`config.mk`:
```
export PLATFORM = sky130hd
export DESIGN_NAME = uart_rx_framer
export DESIGN_NICKNAME = d
export VERILOG_FILES = /design/src/rtl/uart_pkg.sv /design/src/rtl/uart_rx_sync.sv /design/src/rtl/uart_rx_framer.sv
export SDC_FILE = /design/constraint.sdc
export NUM_CORES = 1
export LEC_CHECK = 0
export ABC_AREA = 1
export ABC_CLOCK_PERIOD_IN_PS = 1600
export BUFFER_PORTS_ARGS = -buffer_cell sky130_fd_sc_hd__buf_2
export CAP_MARGIN = 25
export CORE_MARGIN = 4
export CORE_UTILIZATION = 52
export DETAILED_ROUTE_END_ITERATION = 16
export GPL_ROUTABILITY_DRIVEN = 1
export GPL_TIMING_DRIVEN = 0
export PLACE_DENSITY = 0.73
export SLEW_MARGIN = 20
export SYNTH_ARGS = -nofsm -noshare
export SYNTH_HDL_FRONTEND = slang
export SYNTH_SLANG_ARGS = --single-unit
```
`constraint.sdc`:
```
create_clock -name clk -period 1.6 [get_ports clk]
set_input_delay 0.24 -clock clk [delete_from_list [all_inputs] [get_ports clk]]
set_output_delay 0.24 -clock clk [all_outputs]
set_load 0.02 [all_outputs]
```
`src/rtl/uart_pkg.sv`:
```
// Shared types and helpers for the UART receive path.
// Holds the framer state enum, word-length codes, word field indices and parity.
package uart_pkg;

  typedef enum logic [2:0] {
    IDLE,
    START,
    DATA,
    PARITY,
    STOP,
    BRK_WAIT
  } rx_state_t;

  localparam logic [1:0] NB_5 = 2'b00;
  localparam logic [1:0] NB_6 = 2'b01;
  localparam logic [1:0] NB_7 = 2'b10;
  localparam logic [1:0] NB_8 = 2'b11;

  localparam int D_BI = 10;
  localparam int D_FE = 9;
  localparam int D_PE = 8;

  // XOR of the low 5..8 data bits selected by num_bits.
  function automatic logic parity_calc(
    input logic [7:0] data,
    input logic [1:0] num_bits
  );
    logic [7:0] mask;
    case (num_bits)
      NB_5:    mask = 8'h1F;
      NB_6:    mask = 8'h3F;
      NB_7:    mask = 8'h7F;
      NB_8:    mask = 8'hFF;
      default: mask = 8'hFF;
    endcase
    return ^(data & mask);
  endfunction

endpackage

```
`src/rtl/uart_rx_sync.sv`:
```
// Two-flop synchronizer for the asynchronous rx line; idles and resets high.
// Ports: clk, rst (sync, active-high), rx_i (async in), rxs_o (synchronized out).
module uart_rx_sync (
  input  logic clk,
  input  logic rst,
  input  logic rx_i,
  output logic rxs_o
);

  logic [1:0] sync_q;
  logic [1:0] sync_d;

  always_comb begin
    sync_d = {sync_q[0], rx_i};
  end

  always_ff @(posedge clk) begin
    if (rst) begin
      sync_q <= 2'b11;
    end else begin
      sync_q <= sync_d;
    end
  end

  assign rxs_o = sync_q[1];

endmodule

```
`src/rtl/uart_rx_framer.sv`:
```
// UART receive framer: oversampled start/data/parity/stop recovery into FIFO words.
// Ports: clk, rst, brc, rx, mode inputs, fifo_full, clr_overrun -> wr, d, overrun, busy.
module uart_rx_framer
  import uart_pkg::*;
#(
  parameter int OSR = 16
) (
  input  logic        clk,
  input  logic        rst,
  input  logic        brc,
  input  logic        rx,
  input  logic [1:0]  num_bits,
  input  logic        parity_en,
  input  logic        parity_even,
  input  logic        parity_sticky,
  input  logic        fifo_full,
  input  logic        clr_overrun,
  output logic        wr,
  output logic [10:0] d,
  output logic        overrun,
  output logic        busy
);

  localparam int TW = $clog2(OSR);
  localparam logic [TW-1:0] T_HALF = TW'(OSR / 2 - 1);
  localparam logic [TW-1:0] T_FULL = TW'(OSR - 1);

  logic rxs;

  uart_rx_sync u_sync (
    .clk   (clk),
    .rst   (rst),
    .rx_i  (rx),
    .rxs_o (rxs)
  );

  rx_state_t   state_q, state_d;
  logic [TW-1:0] tick_q, tick_d;
  logic [2:0]  bit_q, bit_d;
  logic [7:0]  data_q, data_d;
  logic        par_q, par_d;
  logic        any1_q, any1_d;
  logic [1:0]  nb_q, nb_d;
  logic        pen_q, pen_d;
  logic        pev_q, pev_d;
  logic        pst_q, pst_d;
  logic        wr_q, wr_d;
  logic [10:0] d_q, d_d;
  logic        ovr_q, ovr_d;

  logic samp;
  logic last_bit;
  logic exp_par;
  logic pe;
  logic fe;
  logic bi;

  always_comb begin
    state_d  = state_q;
    tick_d   = tick_q;
    bit_d    = bit_q;
    data_d   = data_q;
    par_d    = par_q;
    any1_d   = any1_q;
    nb_d     = nb_q;
    pen_d    = pen_q;
    pev_d    = pev_q;
    pst_d    = pst_q;
    wr_d     = 1'b0;
    d_d      = d_q;
    ovr_d    = ovr_q & ~clr_overrun;
    exp_par  = 1'b0;
    pe       = 1'b0;
    fe       = 1'b0;
    bi       = 1'b0;
    samp     = brc && (tick_q == T_FULL);
    last_bit = (bit_q == (3'(nb_q) + 3'd4));

    // Mid-bit tick counter for the sampling states.
    if (brc && state_q inside {DATA, PARITY, STOP}) begin
      tick_d = samp ? '0 : tick_q + TW'(1);
    end

    case (state_q)
      IDLE: begin
        if (!rxs) begin
          state_d = START;
          tick_d  = '0;
        end
      end
      START: begin
        if (brc) begin
          if (tick_q == T_HALF) begin
            tick_d = '0;
            if (rxs) begin
              state_d = IDLE;
            end else begin
              state_d = DATA;
              bit_d   = '0;
              data_d  = '0;
              par_d   = 1'b0;
              any1_d  = 1'b0;
              nb_d    = num_bits;
              pen_d   = parity_en;
              pev_d   = parity_even;
              pst_d   = parity_sticky;
            end
          end else begin
            tick_d = tick_q + TW'(1);
          end
        end
      end
      DATA: begin
        if (samp) begin
          data_d[bit_q] = rxs;
          any1_d = any1_q | rxs;
          bit_d  = bit_q + 3'd1;
          if (last_bit) begin
            state_d = pen_q ? PARITY : STOP;
          end
        end
      end
      PARITY: begin
        if (samp) begin
          par_d   = rxs;
          any1_d  = any1_q | rxs;
          state_d = STOP;
        end
      end
      STOP: begin
        if (samp) begin
          if (pst_q) begin
            exp_par = ~pev_q;
          end else begin
            exp_par = parity_calc(data_q, nb_q) ^ ~pev_q;
          end
          pe = pen_q & (par_q != exp_par);
          fe = ~rxs;
          bi = ~any1_q & ~rxs;
          d_d[7:0]  = data_q;
          d_d[D_PE] = pe;
          d_d[D_FE] = fe;
          d_d[D_BI] = bi;
          // A full FIFO drops the word; set beats a same-cycle clear.
          if (fifo_full) begin
            ovr_d = 1'b1;
          end else begin
            wr_d = 1'b1;
          end
          state_d = bi ? BRK_WAIT : IDLE;
        end
      end
      BRK_WAIT: begin
        if (rxs) begin
          state_d = IDLE;
        end
      end
      default: begin
        state_d = IDLE;
      end
    endcase
  end

  always_ff @(posedge clk) begin
    if (rst) begin
      state_q <= IDLE;
      tick_q  <= '0;
      bit_q   <= '0;
      data_q  <= '0;
      par_q   <= 1'b0;
      any1_q  <= 1'b0;
      nb_q    <= NB_8;
      pen_q   <= 1'b0;
      pev_q   <= 1'b0;
      pst_q   <= 1'b0;
      wr_q    <= 1'b0;
      d_q     <= '0;
      ovr_q   <= 1'b0;
    end else begin
      state_q <= state_d;
      tick_q  <= tick_d;
      bit_q   <= bit_d;
      data_q  <= data_d;
      par_q   <= par_d;
      any1_q  <= any1_d;
      nb_q    <= nb_d;
      pen_q   <= pen_d;
      pev_q   <= pev_d;
      pst_q   <= pst_d;
      wr_q    <= wr_d;
      d_q     <= d_d;
      ovr_q   <= ovr_d;
    end
  end

  assign wr      = wr_q;
  assign d       = d_q;
  assign overrun = ovr_q;
  assign busy    = (state_q != IDLE);

endmodule
```
==> metrics.csv, run 1 <==
stage,metric,value,unit
run_status,status,completed,
synth,syn_nets,299,
power,p_switching,1.045,mW
synth,syn_avg_cell_area,7.148,um^2
synth,netlist_instances,286,
clocking,cts.sinks,40,
cells_and_area,n_antenna_cell,0,
floorplanning,die_w,70.70,um
routing,wl,5109,um
power,power_frac_seq,41.5,%
routing,drt_drc_violations_left,0,
setup_path,worstPathMaxFanout,6,
synth,synth_commonest_cells,"nand2_1, dfxtp_1, a21oi_1, nor2_1, inv_1",
cells_and_area,layout-drive-gt1-share,26.06,%
synth,synth_enable_flop_cells,0,
sta,grt_setup_unrepaired,true,
cells_and_area,area_growth,21.30,%
routing,detail_route.first_pass.iterations,4,
floorplanning,core,3744,um^2
setup_path,required,1.79,ns
sta,fin_skew,0.004044,ns
power,pwr-share-clk,28.3,%
floorplanning,die_area,4998,um^2
clocking,holdBufCountCts,0,
synth,synth.top_cell.area_share,39.17,%
cells_and_area,layout.nets,342,
global_route,use_met3,3.835,%
routing,vias,2033,
setup_path,cp-end-kind,register,
job,cap_violations,0,
global_route,antenna_found_initial,0,
power,powerDensity,1171,nW/um^2
synth,async_reset_ff_share,0,%
placement,dpl.hpwl,3608,um
setup_path,max_stage_delay,0.37,ns
clocking,clkTransAtPathRegs,0.08,ns
clocking,cts_tree,built,
global_route,grt_max_degree,13,
setup_path,crit_family,simple AND/OR/NAND/NOR gates,
routing,viasPerCell,5.378,
sta,post-route-period-util,99.46,%
global_route,grt_pass1_wl,8376,um
setup_path,slowest_stage,dfxtp_4,
power,p_int,1.860,mW
setup_path,worstSetupPathType,reg2reg,
sta,setup_viol,0,
global_route,met1_usage,24.69,%
global_route,grt.busiest_layer,met2,
clocking,cts-root-buf,clkbuf_8,
synth,synth.most_common_cell,nand2_1,
synth,ys_seq_area_share,39.17,%
floorplanning,std_cell_rows,22,
sta,slew_violations,0,
sta,relSlewSlack,64.75,%
cells_and_area,fill_cells,345,
floorplanning,start_util,54.61,%
global_route,grt_use_met2,35.32,%
setup_path,crit_buf_inv,1,
floorplanning,ios,25,
sta,hold_viol,0,
setup_path,path_cells,"ha_4, nand2_4, inv_4, nand3_4, nand2_4, nand2_2, nor3_2, nand3_2, o21ai_1, a21oi_1",
global_route,grt_usage,20.41,%
routing,drt_iter0_drc,117,
power,p_leak,1.101,nW
sta,tns,0,ns
synth,yosysUniqueCellTypes,38,
clocking,clock_latency,0.29,ns
clocking,cts_buffers,5,
sta,fmax,628.4,MHz
synth,synthFlopType,dfxtp_1,
power,ir_drop,0.7441,mV
global_route,overflow,0,
cells_and_area,postLayoutCoreUtil,66.24,%
synth,synth_area_leader_cell,dfxtp_1,
setup_path,critPathArrivalTime,1.78,ns
placement,port_buffers,24,
clocking,h-tree-depth,2,
cells_and_area,multi_input_comb_area,1130,um^2
placement,gp_congestion,0.8567,
synth,ys_warn_count,0,
sta,worstMarginPinSlew,0.5288,ns
sta,fin_crit,1.591,ns
global_route,grt_pass1_vias,1895,
routing,final_antenna_net_count,0,
clocking,clockBufferDepth,2,
setup_path,crit_path_frequent_cell,nand2_4,
floorplanning,die_height,70.70,um
power,power_frac_comb,30.2,%
synth,netlist_area,2044,um^2
routing,routedWlPerCell,13.52,um
synth,synth_top_cells_by_area,"dfxtp_1, nand2_1, a21oi_1",
cells_and_area,seq_area,808.3,um^2
min_path,holdCritPathClass,in2reg,
power,p_sw_share,35.98,%
synth,ys_ff_latch,40,
setup_path,crit_path_start_kind,register,
-- per-stage QoR --
step	setup WS [ns]	hold slack [ns]	std cells	cell area [um^2]	power, mW
6_report	0.008694	0.1220	378	2480	2.905
5_1_grt	-0.09140	0.1053	378	2480	3.097
4_1_cts	0.01116	0.1189	368	2367	2.824
3_5_place_dp	-0.08529	0.4029	358	2225	1.993
3_3_place_gp	-0.05961	0.3923	358	2225	1.983
2_1_floorplan	0.1089	0.3130	286	2044	1.819
-- per-layer routing --
layer  share of wire (%)  vias to the layer above
li1                    -                     1044
met1                  42                      924
met2                  51                       52
met3                 4.0                       13
met4                 2.7                        0
met5                   0                        -
-- registers in the layout, summed over array words and instances (netlist names) --
register       cells
wr                 1
pst_q              1
overrun            1
pev_q              1
pen_q              1
state_q            3
par_q              1
tick_q             4
data_q             8
nb_q               2
d                 11
u_sync.sync_q      2
bit_q              3
any1_q             1
-- worst paths after layout --
| path | start | endpoint | slack (ns) | cells after the start |
|---|---|---|---|---|
| worst max-delay path | tick_q[1] | state_q[1] | 0.009 | 10 |
| worst min-delay path | fifo_full | wr | 0.12 | 2 |
| worst max register to register | tick_q[1] | state_q[1] | 0.009 | 10 |
| worst min register to register | u_sync.sync_q[0] | u_sync.sync_q[1] | 0.42 | 1 |
-- timing repair --
action                                  CTS  global route
resized for setup                         8            11
pin swaps                                 2             7
gates cloned                              1             0
endpoints found under the setup margin   17            26
setup buffers                             1            10
-- cell families after synthesis --
| group | Yosys count | synth area share [%] |
|---|---|---|
| xor+xnor | 4 | 1.714 |
| buf+inv | 40 | 7.894 |
| compound gates | 73 | 20.14 |
| flops | 40 | 39.17 |
| fa+ha+maj | 2 | 1.224 |
| simple gates | 127 | 29.87 |
-- power groups by stage --
stage | Sequential (mW) | Combinational (mW) | Clock (mW)
global route | 1.22 | 1.00 | 0.874
detailed placement | 1.21 | 0.785 | 0
CTS | 1.19 | 0.811 | 0.824
floorplan | 1.18 | 0.637 | 0
finish | 1.21 | 0.877 | 0.822
global placement | 1.21 | 0.775 | 0
-- layout make-up --
cell class | instances | share of cell area [%]
inverters | 35 | 5.600
plain buffers | 5 | 1.060
clock inverters | 2 | 1.413
multi-input cells | 206 | 45.56
flip-flops and latches | 40 | 32.59
repair buffers | 35 | 8.174
well taps | 48 | 2.422
repair inverters | 1 | 0.2523
clock buffers | 6 | 2.926
-- placed cells by master, fill, tap and decap left out, types with 2 or more instances in the layout --
master / Yosys / routed
dfxtp_4: 0 / 2
o21ai_0: 18 / 18
nand4_1: 8 / 8
inv_4: 0 / 2
nor2_1: 24 / 23
nor2_4: 2 / 2
buf_2: 1 / 24
nand3_4: 1 / 2
nor3_1: 2 / 2
buf_4: 1 / 13
nand2_4: 2 / 4
xor2_1: 3 / 3
clkbuf_1: 3 / 4
clkbuf_8: 0 / 5
nand2_1: 59 / 56
nand3_1: 17 / 17
nor3_2: 2 / 2
inv_2: 9 / 10
nor2_2: 1 / 2
o2111ai_1: 2 / 2
or2_2: 2 / 2
o21ai_1: 13 / 11
nand2_2: 4 / 5
dfxtp_1: 40 / 38
inv_1: 23 / 23
o211ai_1: 3 / 3
a21oi_1: 30 / 30
o21ai_2: 1 / 3
No activity file was read; power rests on OpenSTA's default activity.
==> run 2: changes to the inputs <==
Settings changed: RECOVER_POWER set to 100, SETUP_SLACK_MARGIN set to 0.02.
==> run 2 against run 1 <==
Sequential cell count did not move. Global-route usage hardly changed. Non-clock buffer count unchanged. Utilization down 0.43 points. Clock skew about the same. Critical path depth stayed put. Wire length is 0.18% higher. Register-to-register slack barely moved. Via count is 0.34% higher. Worst hold slack better by 0.00076 ns. Die area is the same. Total power about the same. Largest cell class unchanged.
==> metrics.csv, run 2 (same netlist as run 1, synthesis figures left out) <==
stage,metric,value,unit
cells_and_area,final_common_cell,nand2_1,
global_route,grt_pass1_wl,8390,um
placement,port_buffers,24,
sta,fmax,628.5,MHz
sta,fin_crit,1.591,ns
setup_path,cp-end-kind,register,
routing,vias,2040,
min_path,hold_depth,2,
floorplanning,start_util,54.61,%
global_route,grt_usage,20.44,%
setup_path,required,1.78,ns
clocking,cts.sinks,40,
sta,setup_viol,0,
min_path,holdCritPathClass,in2reg,
sta,tns,0,ns
floorplanning,core,3744,um^2
placement,dpl_cell_area,2225,um^2
sta,fin_skew,0.004443,ns
setup_path,worstSetupPathType,reg2reg,
sta,relSlewSlack,64.45,%
floorplanning,die_height,70.70,um
sta,slew_violations,0,
clocking,cts_tree,built,
clocking,clkTransAtPathRegs,0.08,ns
cells_and_area,final_cell_mix,"nand2_1, dfxtp_1, a21oi_1, inv_1, nor2_1",
sta,hold_viol,0,
global_route,antenna_found_initial,0,
power,total_power,2.904,mW
floorplanning,ios,25,
sta,post-route-period-util,99.44,%
cells_and_area,n_antenna_cell,0,
power,powerDensity,1179,nW/um^2
cells_and_area,largest_register_ffs,11,
global_route,grt_max_degree,13,
floorplanning,die_area,4998,um^2
clocking,cts-root-buf,clkbuf_8,
sta,setup_slack,0.009028,ns
clocking,cts_buffers,5,
setup_path,critPathArrivalTime,1.78,ns
placement,gp_congestion,0.8567,
run_status,status,completed,
setup_path,path_cells,"ha_4, nand2_4, inv_4, nand3_4, nand2_4, nand2_2, nor3_2, nand3_2, o21ai_1, a21oi_1",
setup_path,slowest_stage,dfxtp_4,
routing,viasPerCell,5.397,
routing,wl,5118,um
routing,drt_iter0_drc,105,
routing,detail_route.first_pass.iterations,4,
clocking,h-tree-depth,2,
routing,final_antenna_net_count,0,
sta,worstMarginPinSlew,0.5332,ns
setup_path,worstPathMaxFanout,6,
placement,dpl.hpwl,3608,um
global_route,overflow,0,
setup_path,max_stage_delay,0.37,ns
clocking,clockBufferDepth,2,
job,cap_violations,0,
setup_path,crit_path_start_kind,register,
floorplanning,die_w,70.70,um
cells_and_area,layout.nets,342,
cells_and_area,layout-drive-gt1-share,22.12,%
setup_path,rr_worst_depth,10,
setup_path,crit_path_frequent_cell,nand2_4,
power,p_leak,1.043,nW
floorplanning,std_cell_rows,22,
sta,grt_setup_unrepaired,true,
clocking,holdBufCountCts,0,
cells_and_area,area_growth,20.50,%
cells_and_area,postLayoutCoreUtil,65.81,%
cells_and_area,fin_area,2464,um^2
clocking,clock_latency,0.29,ns
routing,routedWlPerCell,13.54,um
routing,drt_drc_violations_left,0,
placement,pre_cts_slack,-0.08529,ns
power,ir_drop,0.7448,mV
global_route,grt_pass1_vias,1898,
==> run 2: changes by cell type in the layout (fill, tap and decap cells not counted), sizes merged <==
cell    previous run  this run
clkbuf             9        22
buf               37        24
==> run 2: per-stage QoR <==
step / hold WS [ns] / instances
2_1_floorplan: 0.3130 / 286
3_3_place_gp: 0.3923 / 358
3_5_place_dp: 0.4029 / 358
4_1_cts: 0.1189 / 368
5_1_grt: 0.1053 / 378
6_report: 0.1228 / 378
==> run 2: power by group <==
| part | internal, mW | switching [mW] |
|---|---|---|
| Sequential | 1.09 | 0.120 |
| Combinational | 0.311 | 0.567 |
| Clock | 0.463 | 0.358 |
==> run 2: area by class of cell <==
type	count	area [um^2]
flip-flops and latches	40	808.3
well taps	48	60.06
clock buffers	6	72.57
repair inverters	1	6.256
multi-input cells	206	1130
clock inverters	2	35.03
plain buffers	5	26.28
fillers	353	1280
inverters	35	138.9
repair buffers	35	186.4
==> run 2: routing by layer <==
metal	GRT usage, %	share of wire [%]	vias up
met2	35.43	51	50
met1	24.69	42	933
met4	8.559	2.8	0
li1	-	-	1043
met5	0	0	-
met3	3.835	4.1	14
==> run 2: worst paths after layout <==
check                    from  slack (ns)                to
max                 tick_q[1]       0.009        state_q[1]
min                        rx        0.12  u_sync.sync_q[0]
max reg2reg         tick_q[1]       0.009        state_q[1]
min reg2reg  u_sync.sync_q[0]        0.42  u_sync.sync_q[1]
==> run 2: critical path, delay by kind of cell (launching register included) <==
kind / cells / cell delay [ns]
AO/OA/AOI/OAI: 2 / 0.22
buffers and inverters: 1 / 0.08
AND/OR/NAND/NOR: 6 / 0.66
flip-flops: 1 / 0.37
adder cells (fa/ha/maj): 1 / 0.15
==> run 2: timing repair <==
item	4_1_cts	5_1_grt
gates resized for setup	9	10
endpoints found under the setup margin	18	32
gates cloned	1	0
pin swaps	2	7
buffers inserted	1	10
==> run 3: changes to the inputs <==
Settings changed: ABC_AREA 1 to unset, CTS_CLUSTER_DIAMETER set to 50.
==> run 3 against run 2 <==
Global-route usage rose by 0.16 points. The flow now finishes with violations (setup timing). Register-to-register slack lost 0.17 ns. Cell count is 5.8% lower. Combinational power fell by 69%. Cell area is 13% higher. Largest cell class unchanged. Worst setup slack lost 0.17 ns. Via count increased by 3.0%.
==> metrics.csv, run 3 <==
stage,metric,value,unit
synth,ys_seq_area_share,38.37,%
power,power_frac_comb,13.7,%
cells_and_area,final_cells,356,
sta,fmax,568.5,MHz
routing,final_antenna_net_count,0,
synth,ys_warn_count,0,
synth,synth.most_common_cell,nand2_1,
floorplanning,start_util,55.34,%
routing,viasPerCell,5.902,
placement,dpl.hpwl,3450,um
synth,synth.top_cell.area_share,38.37,%
synth,netlist_instances,255,
power,total_power,1.986,mW
floorplanning,std_cell_rows,22,
sta,grt_setup_unrepaired,true,
placement,dp_cells,326,
synth,synth_commonest_cells,"nand2_1, dfxtp_1, a21oi_1, nor2_1, clkbuf_1",
global_route,overflow,0,
setup_path,worstSetupPathType,reg2reg,
cells_and_area,layout-drive-gt1-share,32.47,%
synth,async_reset_ff_share,0,%
global_route,antenna_found_initial,0,
placement,gp_congestion,0.8817,
floorplanning,core,3771,um^2
sta,fin_crit,1.759,ns
setup_path,rrSetupSlack,-0.16,ns
job,cap_violations,0,
power,p_switching,551.7,uW
routing,vias,2101,
sta,post-route-period-util,109.9,%
cells_and_area,final_common_cell,nand2_1,
cells_and_area,fill_cells,268,
global_route,grt_pass1_wl,8342,um
global_route,grt_usage,20.60,%
setup_path,cp-end-kind,register,
power,ir_drop,0.4399,mV
cells_and_area,n_antenna_cell,0,
synth,synth_enable_flop_cells,0,
synth,synth_top_cells_by_area,"dfxtp_1, nand2_1, a21oi_1",
run_status,status,"complete, but fails checks",
sta,relSlewSlack,60.34,%
power,p_sw_share,27.78,%
sta,worstMarginPinSlew,0.5949,ns
floorplanning,die_area,5091,um^2
power,power_frac_seq,51.5,%
synth,yosysUniqueCellTypes,57,
placement,pre_cts_slack,-0.2384,ns
setup_path,slowest_stage,dfxtp_2,
synth,ys_ff_latch,40,
clocking,clock_latency,0.30,ns
setup_path,required,1.77,ns
routing,wl,6157,um
sta,slew_violations,0,
floorplanning,ios,25,
synth,netlist_area,2087,um^2
routing,drt_iter0_drc,126,
clocking,h-tree-depth,2,
setup_path,worstPathMaxFanout,4,
power,pwr-share-clk,34.8,%
routing,routedWlPerCell,17.29,um
cells_and_area,multi_input_comb_area,1373,um^2
global_route,grt_max_degree,14,
setup_path,critPathArrivalTime,1.93,ns
routing,drt_drc_violations_left,0,
cells_and_area,layout.nets,320,
cells_and_area,postLayoutCoreUtil,73.59,%
setup_path,max_stage_delay,0.36,ns
clocking,clkTransAtPathRegs,0.08,ns
clocking,cts_buffers,5,
floorplanning,die_w,71.35,um
placement,port_buffers,23,
cells_and_area,final_cell_mix,"nand2_1, dfxtp_1, a21oi_1, buf_4, clkbuf_1",
routing,detail_route.first_pass.iterations,4,
run_status,violations,setup timing,
sta,fin_skew,0.004292,ns
clocking,cts.sinks,40,
cells_and_area,seq_area,827.0,um^2
power,powerDensity,715.7,nW/um^2
synth,syn_nets,268,
sta,hold_viol,0,
setup_path,crit_path_start_kind,register,
clocking,cts-root-buf,clkbuf_8,
sta,setup_viol,12,
power,p_leak,0.9973,nW
synth,syn_avg_cell_area,8.184,um^2
sta,setup_slack,-0.1591,ns
global_route,grt_pass1_vias,1782,
setup_path,path_cells,"ha_4, buf_4, buf_6, and3b_2, nor3_4, a211o_1, o21ai_1, a21oi_1",
clocking,cts_tree,built,
cells_and_area,area_growth,32.97,%
synth,synthFlopType,dfxtp_1,
min_path,holdCritPathClass,in2reg,
power,p_int,1.434,mW
clocking,clockBufferDepth,2,
floorplanning,die_height,71.35,um
synth,synth_area_leader_cell,dfxtp_1,
cells_and_area,largest_register_ffs,11,
[run 3: cell families after synthesis]
group,Yosys count,share of synthesized area (%)
xor+xnor,10,4.856
compound gates,58,17.15
mux,4,2.158
simple gates,121,32.43
flops,40,38.37
buf+inv,20,3.837
fa+ha+maj,2,1.199
[run 3: power by group through the flow]
stage | combinational (mW) | sequential, mW | clock (mW)
floorplan | 0.129 | 1.04 | 0
global placement | 0.173 | 1.04 | 0
detailed placement | 0.177 | 1.04 | 0
CTS | 0.228 | 1.02 | 0.694
global route | 0.287 | 1.02 | 0.747
finish | 0.272 | 1.02 | 0.691
[run 3: metal layers]
metal | vias to the layer above | track usage [%] | part of all wire (%)
met5 | - | 0 | 0
met4 | 0 | 6.889 | 2.6
met3 | 21 | 5.189 | 7.4
met2 | 95 | 32.04 | 48
met1 | 974 | 27.82 | 42
li1 | 1011 | - | -
[run 3: worst paths after layout]
| kind | startpoint | to | cells past startpoint |
|---|---|---|---|
| min reg2reg | u_sync.sync_q[0] | u_sync.sync_q[1] | 1 |
| max reg2reg | tick_q[1] | state_q[1] | 8 |
| max | tick_q[1] | state_q[1] | 8 |
| min | fifo_full | wr | 2 |
[run 3: through the flow]
step | cell area [um^2] | setup TNS (ns) | hold WS [ns]
final | 2775 | -0.6345 | 0.1067
after floorplan | 2110 | 0 | 0.3168
after global routing | 2775 | -1.948 | 0.09620
after detailed placement | 2285 | -3.167 | 0.3929
after global placement | 2285 | -3.270 | 0.3911
after CTS | 2571 | -0.2609 | 0.1104
[run 3: layout make-up]
type	instances	share of cell area, %
clock inverters	3	0.6763
flip-flops and latches	40	29.80
multi-input cells	195	49.46
inverters	3	0.4058
well taps	48	2.164
clock buffers	5	2.480
repair buffers	46	10.78
plain buffers	16	4.238
[run 3: timing repair]
item | in CTS | in global routing
cloned | 0 | 1
pin swaps | 10 | 11
setup buffers | 12 | 10
hold buffers | 0 | 0
gates resized for setup | 36 | 50
endpoints found under the setup margin | 34 | 34
[run 3: critical path: cells and delay by family (launching register included)]
family          cells  cell delay, ns
compound gates      3            0.63
flops               1            0.36
simple gates        2            0.28
buf+inv             2            0.20
fa+ha+maj           1            0.16
